`config.mk`:
```
export PLATFORM = sky130hd
export DESIGN_NAME = instr_fetch
export DESIGN_NICKNAME = d
export VERILOG_FILES = /design/src/rtl/ifetch_pkg.sv /design/src/rtl/ifetch_mem.sv /design/src/rtl/instr_fetch.sv
export SDC_FILE = /design/constraint.sdc
export NUM_CORES = 1
export LEC_CHECK = 0
export ABC_AREA = 0
export CAP_MARGIN = 20
export CELL_PAD_IN_SITES_DETAIL_PLACEMENT = 1
export CELL_PAD_IN_SITES_GLOBAL_PLACEMENT = 1
export CORE_UTILIZATION = 40
export CTS_BUF_LIST = sky130_fd_sc_hd__clkbuf_4 sky130_fd_sc_hd__clkbuf_8 sky130_fd_sc_hd__clkbuf_16
export CTS_CLUSTER_DIAMETER = 50
export DETAILED_ROUTE_END_ITERATION = 10
export PLACE_DENSITY = 0.68
export REMOVE_ABC_BUFFERS = 1
export SLEW_MARGIN = 15
export SYNTH_ARGS = -nofsm -noshare
export SYNTH_HDL_FRONTEND = slang
export SYNTH_SLANG_ARGS = --single-unit
```
`constraint.sdc`:
```
create_clock -name clk -period 4.05 [get_ports clk]
set_clock_uncertainty 0.05 [all_clocks]
set_input_delay 0.81 -clock clk [delete_from_list [all_inputs] [get_ports clk]]
set_output_delay 0.81 -clock clk [all_outputs]
set_load 0.02 [all_outputs]
```
`src/rtl/ifetch_pkg.sv`:
```
// Shared definitions for the instruction fetch block: opcodes, FSM states,
// instruction field positions and a HALT detector.
package ifetch_pkg;

    localparam logic [3:0] OP_NOP  = 4'h0;
    localparam logic [3:0] OP_LDI  = 4'h1;
    localparam logic [3:0] OP_ADD  = 4'h2;
    localparam logic [3:0] OP_SUB  = 4'h3;
    localparam logic [3:0] OP_HALT = 4'hF;

    localparam int OPC_HI = 7;
    localparam int OPC_LO = 4;

    typedef enum logic [1:0] {
        S_IDLE,
        S_ISSUE,
        S_DONE
    } state_t;

    function automatic logic isHalt(input logic [7:0] instr);
        return instr[OPC_HI:OPC_LO] == OP_HALT;
    endfunction

endpackage

```
`src/rtl/ifetch_mem.sv`:
```
// Program store: DEPTH x 8 register array, one synchronous write port and
// one combinational read port. Deliberately not reset.
module ifetch_mem #(
    parameter int DEPTH  = 16,
    parameter int ADDR_W = 4
) (
    input  logic              i_clk,
    input  logic              i_wrEn,
    input  logic [ADDR_W-1:0] i_wrAddr,
    input  logic [7:0]        i_wrData,
    input  logic [ADDR_W-1:0] i_rdAddr,
    output logic [7:0]        o_rdData
);

    logic [7:0] r_mem [DEPTH];

    always_ff @(posedge i_clk) begin
        if (i_wrEn) begin
            r_mem[i_wrAddr] <= i_wrData;
        end
    end

    assign o_rdData = r_mem[i_rdAddr];

endmodule

```
`src/rtl/instr_fetch.sv`:
```
// Fetch sequencer feeding simple_cpu. Define IFETCH_LOOP_EN to wrap from the
// last program word back to address 0 instead of finishing.
module instr_fetch #(
    parameter int DEPTH  = 16,
    parameter int ADDR_W = 4
) (
    input  logic              clk,
    input  logic              reset,
    input  logic              load_en,
    input  logic [ADDR_W-1:0] load_addr,
    input  logic [7:0]        load_data,
    input  logic              start,
    input  logic              abort,
    input  logic              cpu_ready,
    output logic [7:0]        instruction,
    output logic              instr_valid,
    output logic [ADDR_W-1:0] pc,
    output logic              busy,
    output logic              done
);

    import ifetch_pkg::*;

`ifdef IFETCH_LOOP_EN
    localparam bit LOOP_EN = 1'b1;
`else
    localparam bit LOOP_EN = 1'b0;
`endif

    state_t            r_state;
    logic [7:0]        r_instr;
    logic [ADDR_W-1:0] r_pc;
    logic              r_valid;
    logic              r_busy;
    logic              r_done;

    logic              w_wrEn;
    logic [ADDR_W-1:0] w_nextPc;
    logic [ADDR_W-1:0] w_rdAddr;
    logic [7:0]        w_rdData;

    // The single read port serves both the start fetch (address 0) and the
    // look-ahead fetch of pc+1 while issuing.
    assign w_wrEn   = load_en && (r_state != S_ISSUE);
    assign w_nextPc = r_pc + ADDR_W'(1);
    assign w_rdAddr = (r_state == S_ISSUE) ? w_nextPc : '0;

    ifetch_mem #(
        .DEPTH  (DEPTH),
        .ADDR_W (ADDR_W)
    ) u_mem (
        .i_clk    (clk),
        .i_wrEn   (w_wrEn),
        .i_wrAddr (load_addr),
        .i_wrData (load_data),
        .i_rdAddr (w_rdAddr),
        .o_rdData (w_rdData)
    );

    always_ff @(posedge clk or negedge reset) begin
        if (!reset) begin
            r_state <= S_IDLE;
            r_instr <= 8'h00;
            r_pc    <= '0;
            r_valid <= 1'b0;
            r_busy  <= 1'b0;
            r_done  <= 1'b0;
        end else if (abort) begin
            r_state <= S_IDLE;
            r_instr <= 8'h00;
            r_pc    <= '0;
            r_valid <= 1'b0;
            r_busy  <= 1'b0;
            r_done  <= 1'b0;
        end else begin
            case (r_state)
                S_IDLE, S_DONE: begin
                    // A write in the same cycle takes precedence over start.
                    if (start && !load_en) begin
                        if (isHalt(w_rdData)) begin
                            r_state <= S_DONE;
                            r_instr <= 8'h00;
                            r_valid <= 1'b0;
                            r_busy  <= 1'b0;
                            r_done  <= 1'b1;
                        end else begin
                            r_state <= S_ISSUE;
                            r_instr <= w_rdData;
                            r_pc    <= '0;
                            r_valid <= 1'b1;
                            r_busy  <= 1'b1;
                            r_done  <= 1'b0;
                        end
                    end
                end
                S_ISSUE: begin
                    if (cpu_ready) begin
                        if ((r_pc == ADDR_W'(DEPTH - 1) && !LOOP_EN) || isHalt(w_rdData)) begin
                            r_state <= S_DONE;
                            r_instr <= 8'h00;
                            r_valid <= 1'b0;
                            r_busy  <= 1'b0;
                            r_done  <= 1'b1;
                        end else begin
                            r_pc    <= w_nextPc;
                            r_instr <= w_rdData;
                        end
                    end
                end
                default: begin
                    r_state <= S_IDLE;
                    r_instr <= 8'h00;
                    r_pc    <= '0;
                    r_valid <= 1'b0;
                    r_busy  <= 1'b0;
                    r_done  <= 1'b0;
                end
            endcase
        end
    end

    assign instruction = r_instr;
    assign instr_valid = r_valid;
    assign pc          = r_pc;
    assign busy        = r_busy;
    assign done        = r_done;

endmodule

```
# [After elaboration in Yosys (flattened, before gate mapping)]
# Memories as Yosys holds them, arrays and structs flattened.
# Index checks and enable logic that the tools add are counted.
[totals] ram_bits=128 memories=1 output_inout_bits=15 ff_bits=16 elab_cells=59
[mem_list] name="u_mem.r_mem" words=16 width=8 rd=1 rd_ports_with_merged_regs=0 write_ports=1 line_no="ifetch_mem.sv:15" source="logic [7:0] r_mem [DEPTH];"
[op_classes] add_sub_neg=1 eq_ne=10 reduce_logical=9 n_mux=33
[op_table] op="$mux W8" count=5
[op_table] op="$mux W4" count=6
[op_table] op="$pmux W8 S2" count=1
[op_table] op="$mux W1" count=12
[op_table] op="$ne A3 B3 Y1 const B" count=4
[op_table] op="$mux W2" count=5
[op_table] op="$eq A4 B4 Y1 const B" count=2
[op_table] op="$pmux W4 S2" count=1
[op_table] op="$add A4 B1 Y4 const B" count=1
[op_table] op="$pmux W1 S2" count=2
[op_table] op="$pmux W2 S2" count=1
[op_table] op="$reduce_and A4 Y1" count=1
[op_table] op="$ne A3 B2 Y1 const B" count=1
[op_table] op="$reduce_and A3 Y1" count=1
[op_table] op="$eq A2 B1 Y1 const B" count=1
[op_table] op="$eq A2 B2 Y1 const B" count=1
[op_table] op="$logic_and A1 B1 Y1" count=2
[op_table] op="$logic_not A2 Y1" count=1
[op_table] op="$ne A2 B1 Y1 const B" count=1
[op_table] op="$reduce_and A2 Y1" count=1
[op_table] op="$reduce_or A2 Y1" count=1
[op_table] op="$logic_not A1 Y1" count=1
[op_table] op="$logic_or A1 B1 Y1" count=1

# [Depth between registers and ports, before layout]
# An unclocked memory read counts as a cell.
[logic_depth] ltp_word=9 mapped_depth=10 mapped_depth_nobuf=8

# [Modules after synthesis]
# Synthesis repeated with hierarchy kept, for this count alone.
[hier_totals] cells_unflattened=294 hier_area_um2=5798.1
[modules_own_cells] mod="ifetch_mem" area_per_inst_um2=4987.3 instances=1 cells_per_inst=221 seq_area_each_um2=3843.7
[modules_own_cells] mod="instr_fetch" area_per_inst_um2=810.8 instances=1 cells_per_inst=73 seq_area_each_um2=375.4

# [Least setup slack after synthesis]
# OpenSTA, ideal clock, no wires.
[synth_timing] path_kind="register to register" start="reg r_pc[1] (netlist: pc[1])" end="reg r_instr[5] (netlist: instruction[5])" setup_slack_ns=1.106 t_required_ns=3.908 path_stages_with_launch=9 arrival_time_ns=2.802 path_buffers=1 path_cell_list="dfrtp_1 > ha_1 > clkbuf_1 > mux4_2 > and3_1 > or4_4 > o21ai_4 > o211ai_2 > o31ai_2"
[synth_via] elab_chain_cells=9
[synth_rtl] element="start: declaration" line_no="instr_fetch.sv:32" source="logic [ADDR_W-1:0] r_pc;"
[synth_rtl] element="start signal: assignment" line_no="instr_fetch.sv:105" source="r_pc <= w_nextPc;"
[synth_rtl] element="$add A4 B1 Y4" line_no="instr_fetch.sv:45" source="assign w_nextPc = r_pc + ADDR_W'(1);"
[synth_rtl] element="$mux W4" line_no="instr_fetch.sv:46" source="assign w_rdAddr = (r_state == S_ISSUE) ? w_nextPc : '0;"
[synth_rtl] element="$mem_v2 Z16 W8"
[synth_rtl] element="$eq A4 B4 Y1" line_no="ifetch_pkg.sv:21" source="return instr[OPC_HI:OPC_LO] == OP_HALT;"
[synth_rtl] element="$logic_or A1 B1 Y1" line_no="instr_fetch.sv:98" source="if ((r_pc == ADDR_W'(DEPTH - 1) && !LOOP_EN) || isHalt(w_rdData)) begin"
[synth_rtl] element="$mux W8" line_no="instr_fetch.sv:98"
[synth_rtl] element="$mux W8" line_no="instr_fetch.sv:97" source="if (cpu_ready) begin"
[synth_rtl] element="$pmux W8 S2 (*)" line_no="instr_fetch.sv:76" source="case (r_state)"
[synth_rtl] element="$mux W8 (*)" line_no="instr_fetch.sv:68" source="end else if (abort) begin"
[synth_rtl] element="end signal: assignment" line_no="instr_fetch.sv:88" source="r_instr <= w_rdData;"
[synth_rtl] element="end signal: assignment" line_no="instr_fetch.sv:106" source="r_instr <= w_rdData;"
[synth_rtl] element="end: declaration" line_no="instr_fetch.sv:31" source="logic [7:0] r_instr;"
# Mark *: on every way between the ends. The rest lies on a longest branch, timed or not. The select of a mux whose other input is x is not followed.
# A chain may end at the register's enable or synchronous reset.

# [Worst setup path in the final report]
[layout_timing] start="reg r_state[0]" end="reg r_instr[6] (netlist: instruction[6])"
[layout_via] elab_chain_cells=9
[layout_rtl] element="start: declaration" line_no="instr_fetch.sv:30" source="state_t r_state;"
[layout_rtl] element="start signal: assignment" line_no="instr_fetch.sv:62" source="r_state <= S_IDLE;"
[layout_rtl] element="start signal: assignment" line_no="instr_fetch.sv:69" source="r_state <= S_IDLE;"
[layout_rtl] element="start signal: assignment" line_no="instr_fetch.sv:81" source="r_state <= S_DONE;"
[layout_rtl] element="$eq A2 B1 Y1" line_no="instr_fetch.sv:46, instr_fetch.sv:76"
[layout_rtl] element="$mux W4" line_no="instr_fetch.sv:46"
[layout_rtl] element="$mem_v2 Z16 W8"
[layout_rtl] element="$eq A4 B4 Y1" line_no="ifetch_pkg.sv:21"
[layout_rtl] element="$logic_or A1 B1 Y1" line_no="instr_fetch.sv:98"
[layout_rtl] element="$mux W8" line_no="instr_fetch.sv:98"
[layout_rtl] element="$mux W8" line_no="instr_fetch.sv:97"
[layout_rtl] element="$pmux W8 S2" line_no="instr_fetch.sv:76"
[layout_rtl] element="$mux W8" line_no="instr_fetch.sv:68"
# Several ways; a longest one is shown, not always the timed one. The select of a mux whose other input is x is not followed.

==> results.sh <==
export IMPL_status="complete, no violations"
export IMPL_cts_buffer_depth=2
export IMPL_clk_latency_ns=0.43
export IMPL_place_congestion=0.775
export IMPL_finalHoldViolCount=0
export IMPL_finalSetupViolCount=0
export IMPL_synth_edf_count=128
export IMPL_path_class="reg2reg"
export IMPL_wire_per_inst_um=23.7
export IMPL_cts_tree="yes"
export IMPL_antenna_found_initial=0
export IMPL_place_ws_ns=0.621
export IMPL_final_common_cell="edfxtp_1"
export IMPL_setup_tns_ns=0
export IMPL_core_um2=14600
export IMPL_die_area_um2=15500
export IMPL_antenna_left=0
export IMPL_drc=0
export IMPL_rsz0062_at_grt="no"
export IMPL_seq_area_frac_synth=0.702
export IMPL_final_nets=441
export IMPL_initial_core_util=0.412
export IMPL_path_cells="nor2b_1, buf_4, o22ai_1, a2111oi_0, or4_4, o21ai_4, o21a_4, a32o_1"
export IMPL_drv_slew=0
export IMPL_port_buffers=32
export IMPL_critPathBufInv=1
export IMPL_yosys_area_top_type="edfxtp_1"
export IMPL_final_core_util=0.490
export IMPL_routed_wl_mm=14.7
export IMPL_async_flop_share=0.105
export IMPL_synth_cells=380
export IMPL_synth_ff_type="edfxtp_1"
export IMPL_arrival_ns=3.75
export IMPL_slew_headroom=0.375
export IMPL_fp_dieW_um=125
export IMPL_cts_setup_buffers=0
export IMPL_synth_seq_cells=143
export IMPL_grt_pass1_wl_mm=22.8
export IMPL_htreeDepth=4
export IMPL_cts_hold_buf=0
export IMPL_drive_above_1_share=0.182
export IMPL_drtIter0Drc=325
export IMPL_fmax_mhz=287
export IMPL_seqCellArea_um2=4220
export IMPL_end_kind="flip-flop"
export IMPL_tightestPinTransition_ns=0.934
export IMPL_n_antenna_cell=0
export IMPL_syn2layout_area_growth_pct=19.0
export IMPL_ir_drop_uv=368
export IMPL_clk_pin_slew_ns=0.07
export IMPL_final_cell_mix="128 x edfxtp_1, 35 x nor2_1, 32 x clkdlybuf4s50_1, 21 x nand2_1"
export IMPL_boundaryPins=33
export IMPL_cp_slowest_cell="dfrtp_1"
export IMPL_syn_cell_area_um2=6010
export IMPL_yosys_top_cells_area="edfxtp_1 64%, mux4_2 6.4%, dfrtp_1 6.2%, nor2_1 2.2%, o2bb2ai_1 1.6%"
export IMPL_grt_max_degree=30
export IMPL_nFillCells=1387
export IMPL_cts_resized=0
export IMPL_multi_input_area_um2=1680
export IMPL_fin_crit_sh=0.860
export IMPL_track_usage=0.203
export IMPL_critPathLaunchType="flip-flop"
export IMPL_synth_top_area_frac=0.640
export IMPL_maxCapViolCount=0
export IMPL_grt_overflow_total=0
export IMPL_place_area_um2=6560
export IMPL_fp_dieH_um=125
export IMPL_cts_buffers=17
export IMPL_yosysUniqueCellTypes=55
export IMPL_rows=44
export IMPL_first_pass_iters=5
export IMPL_via_count=3661
export IMPL_avgSynthCellArea_um2=15.8
export IMPL_synth_warnings=0
export IMPL_dp_hpwl_mm=9.76
export IMPL_grt_pass1_vias=3799
export IMPL_vias_per_cell=5.91
export IMPL_fin_ws_ns=0.567
export IMPL_cp_required_ns=4.32
export IMPL_crit_fanout=17
export IMPL_cp_top_family="compound AO/OA/AOI/OAI gates"
export IMPL_slowest_delay_ns=0.68
export IMPL_total_leakage_power_nw=2.35
export IMPL_cts_num_sinks=143
export IMPL_hold_path_class="reg2reg"
export IMPL_hold_ws_ns=0.444
export IMPL_fin_crit_ns=3.48
export IMPL_pwr_density_cell_nw_per_um2=491
export IMPL_design_area_um2=7150
export IMPL_cts_root_buf="clkbuf_16"
[kinds of logic (layout without fill, tap and decap cells)]
group,Yosys count,after routing,share of synthesized area
XOR/XNOR,1,1,0.00146
multiplexers,32,32,0.0904
buffers and inverters,25,80,0.0177
AO/OA/AOI/OAI,84,84,0.109
adder cells (fa/ha/maj),1,1,0.00208
flip-flops,143,143,0.702
AND/OR/NAND/NOR,94,94,0.0773
[layout make-up]
type / instances / area share
clock buffers: 17 / 0.0595
clock inverters: 15 / 0.0233
inverters: 4 / 0.00210
multi-input cells: 212 / 0.235
flip-flops and latches: 143 / 0.590
well taps: 184 / 0.0322
repair buffers: 44 / 0.0574
[flip-flops by register name (all words and copies together), names as in the netlist]
name	flops
u_mem.r_mem	128
instruction	8
pc	4
r_state	2
busy	1
[final timing paths]
check	endpoint	startpoint	slack [ns]	depth (start not counted)
hold reg to reg	instruction[4]$_DFFE_PN0P_	instruction[4]$_DFFE_PN0P_	0.44	2
min in group asynchronous	instruction[5]$_DFFE_PN0P_	reset	0.74	1
setup / recovery	instruction[6]$_DFFE_PN0P_	r_state[0]$_DFFE_PN0P_	0.57	8
hold / removal	instruction[4]$_DFFE_PN0P_	instruction[4]$_DFFE_PN0P_	0.44	2
max in group asynchronous	pc[1]$_DFFE_PN0P_	reset	2.78	1
setup reg to reg	instruction[6]$_DFFE_PN0P_	r_state[0]$_DFFE_PN0P_	0.57	8
[cells in the mapped netlist (2+ instances only)]
cell type / number
nand4b_1: 2
o21ai_1: 4
mux2_2: 6
nor2_1: 35
buf_1: 5
o22ai_1: 13
o211ai_2: 3
nor3_1: 9
nand2b_1: 7
clkbuf_1: 8
or3b_1: 4
a2111oi_0: 2
mux2i_1: 7
edfxtp_1: 128
inv_2: 2
a22o_1: 4
mux4_2: 17
dfrtp_1: 15
inv_1: 2
o2bb2ai_1: 11
nand2_1: 21
mux2_1: 2
a21oi_1: 14
o21ai_0: 5
a32o_1: 5
nor3b_1: 2
a221oi_1: 10
and3_1: 4
buf_2: 6
nand3_1: 2
[report_power, final]
| part | switching, mW | internal, mW |
|---|---|---|
| clock network | 0.705 | 0.829 |
| registers | 0.0185 | 1.64 |
| logic | 0.195 | 0.128 |
| total | 0.919 | 2.59 |
[tightest hold or removal path: cells and delay by family (launching register included)]
| kind | cells | cell delay, ns |
|---|---|---|
| flip-flops | 1 | 0.34 |
| AO/OA/AOI/OAI | 1 | 0.06 |
| AND/OR/NAND/NOR | 1 | 0.05 |
[through the flow]
stage                     power (mW)  instances
after floorplan                 1.87        359
after global placement          2.00        587
after detailed placement        2.01        587
after CTS                       3.54        619
after global routing            3.62        619
final                           3.51        619
[per-layer routing]
metal	GRT usage	part of all wire
met1	0.271	0.45
met2	0.322	0.48
met3	0.0434	0.044
met4	0.0858	0.021
met5	0	0
Note: power is estimated with default switching activity, not from simulation.
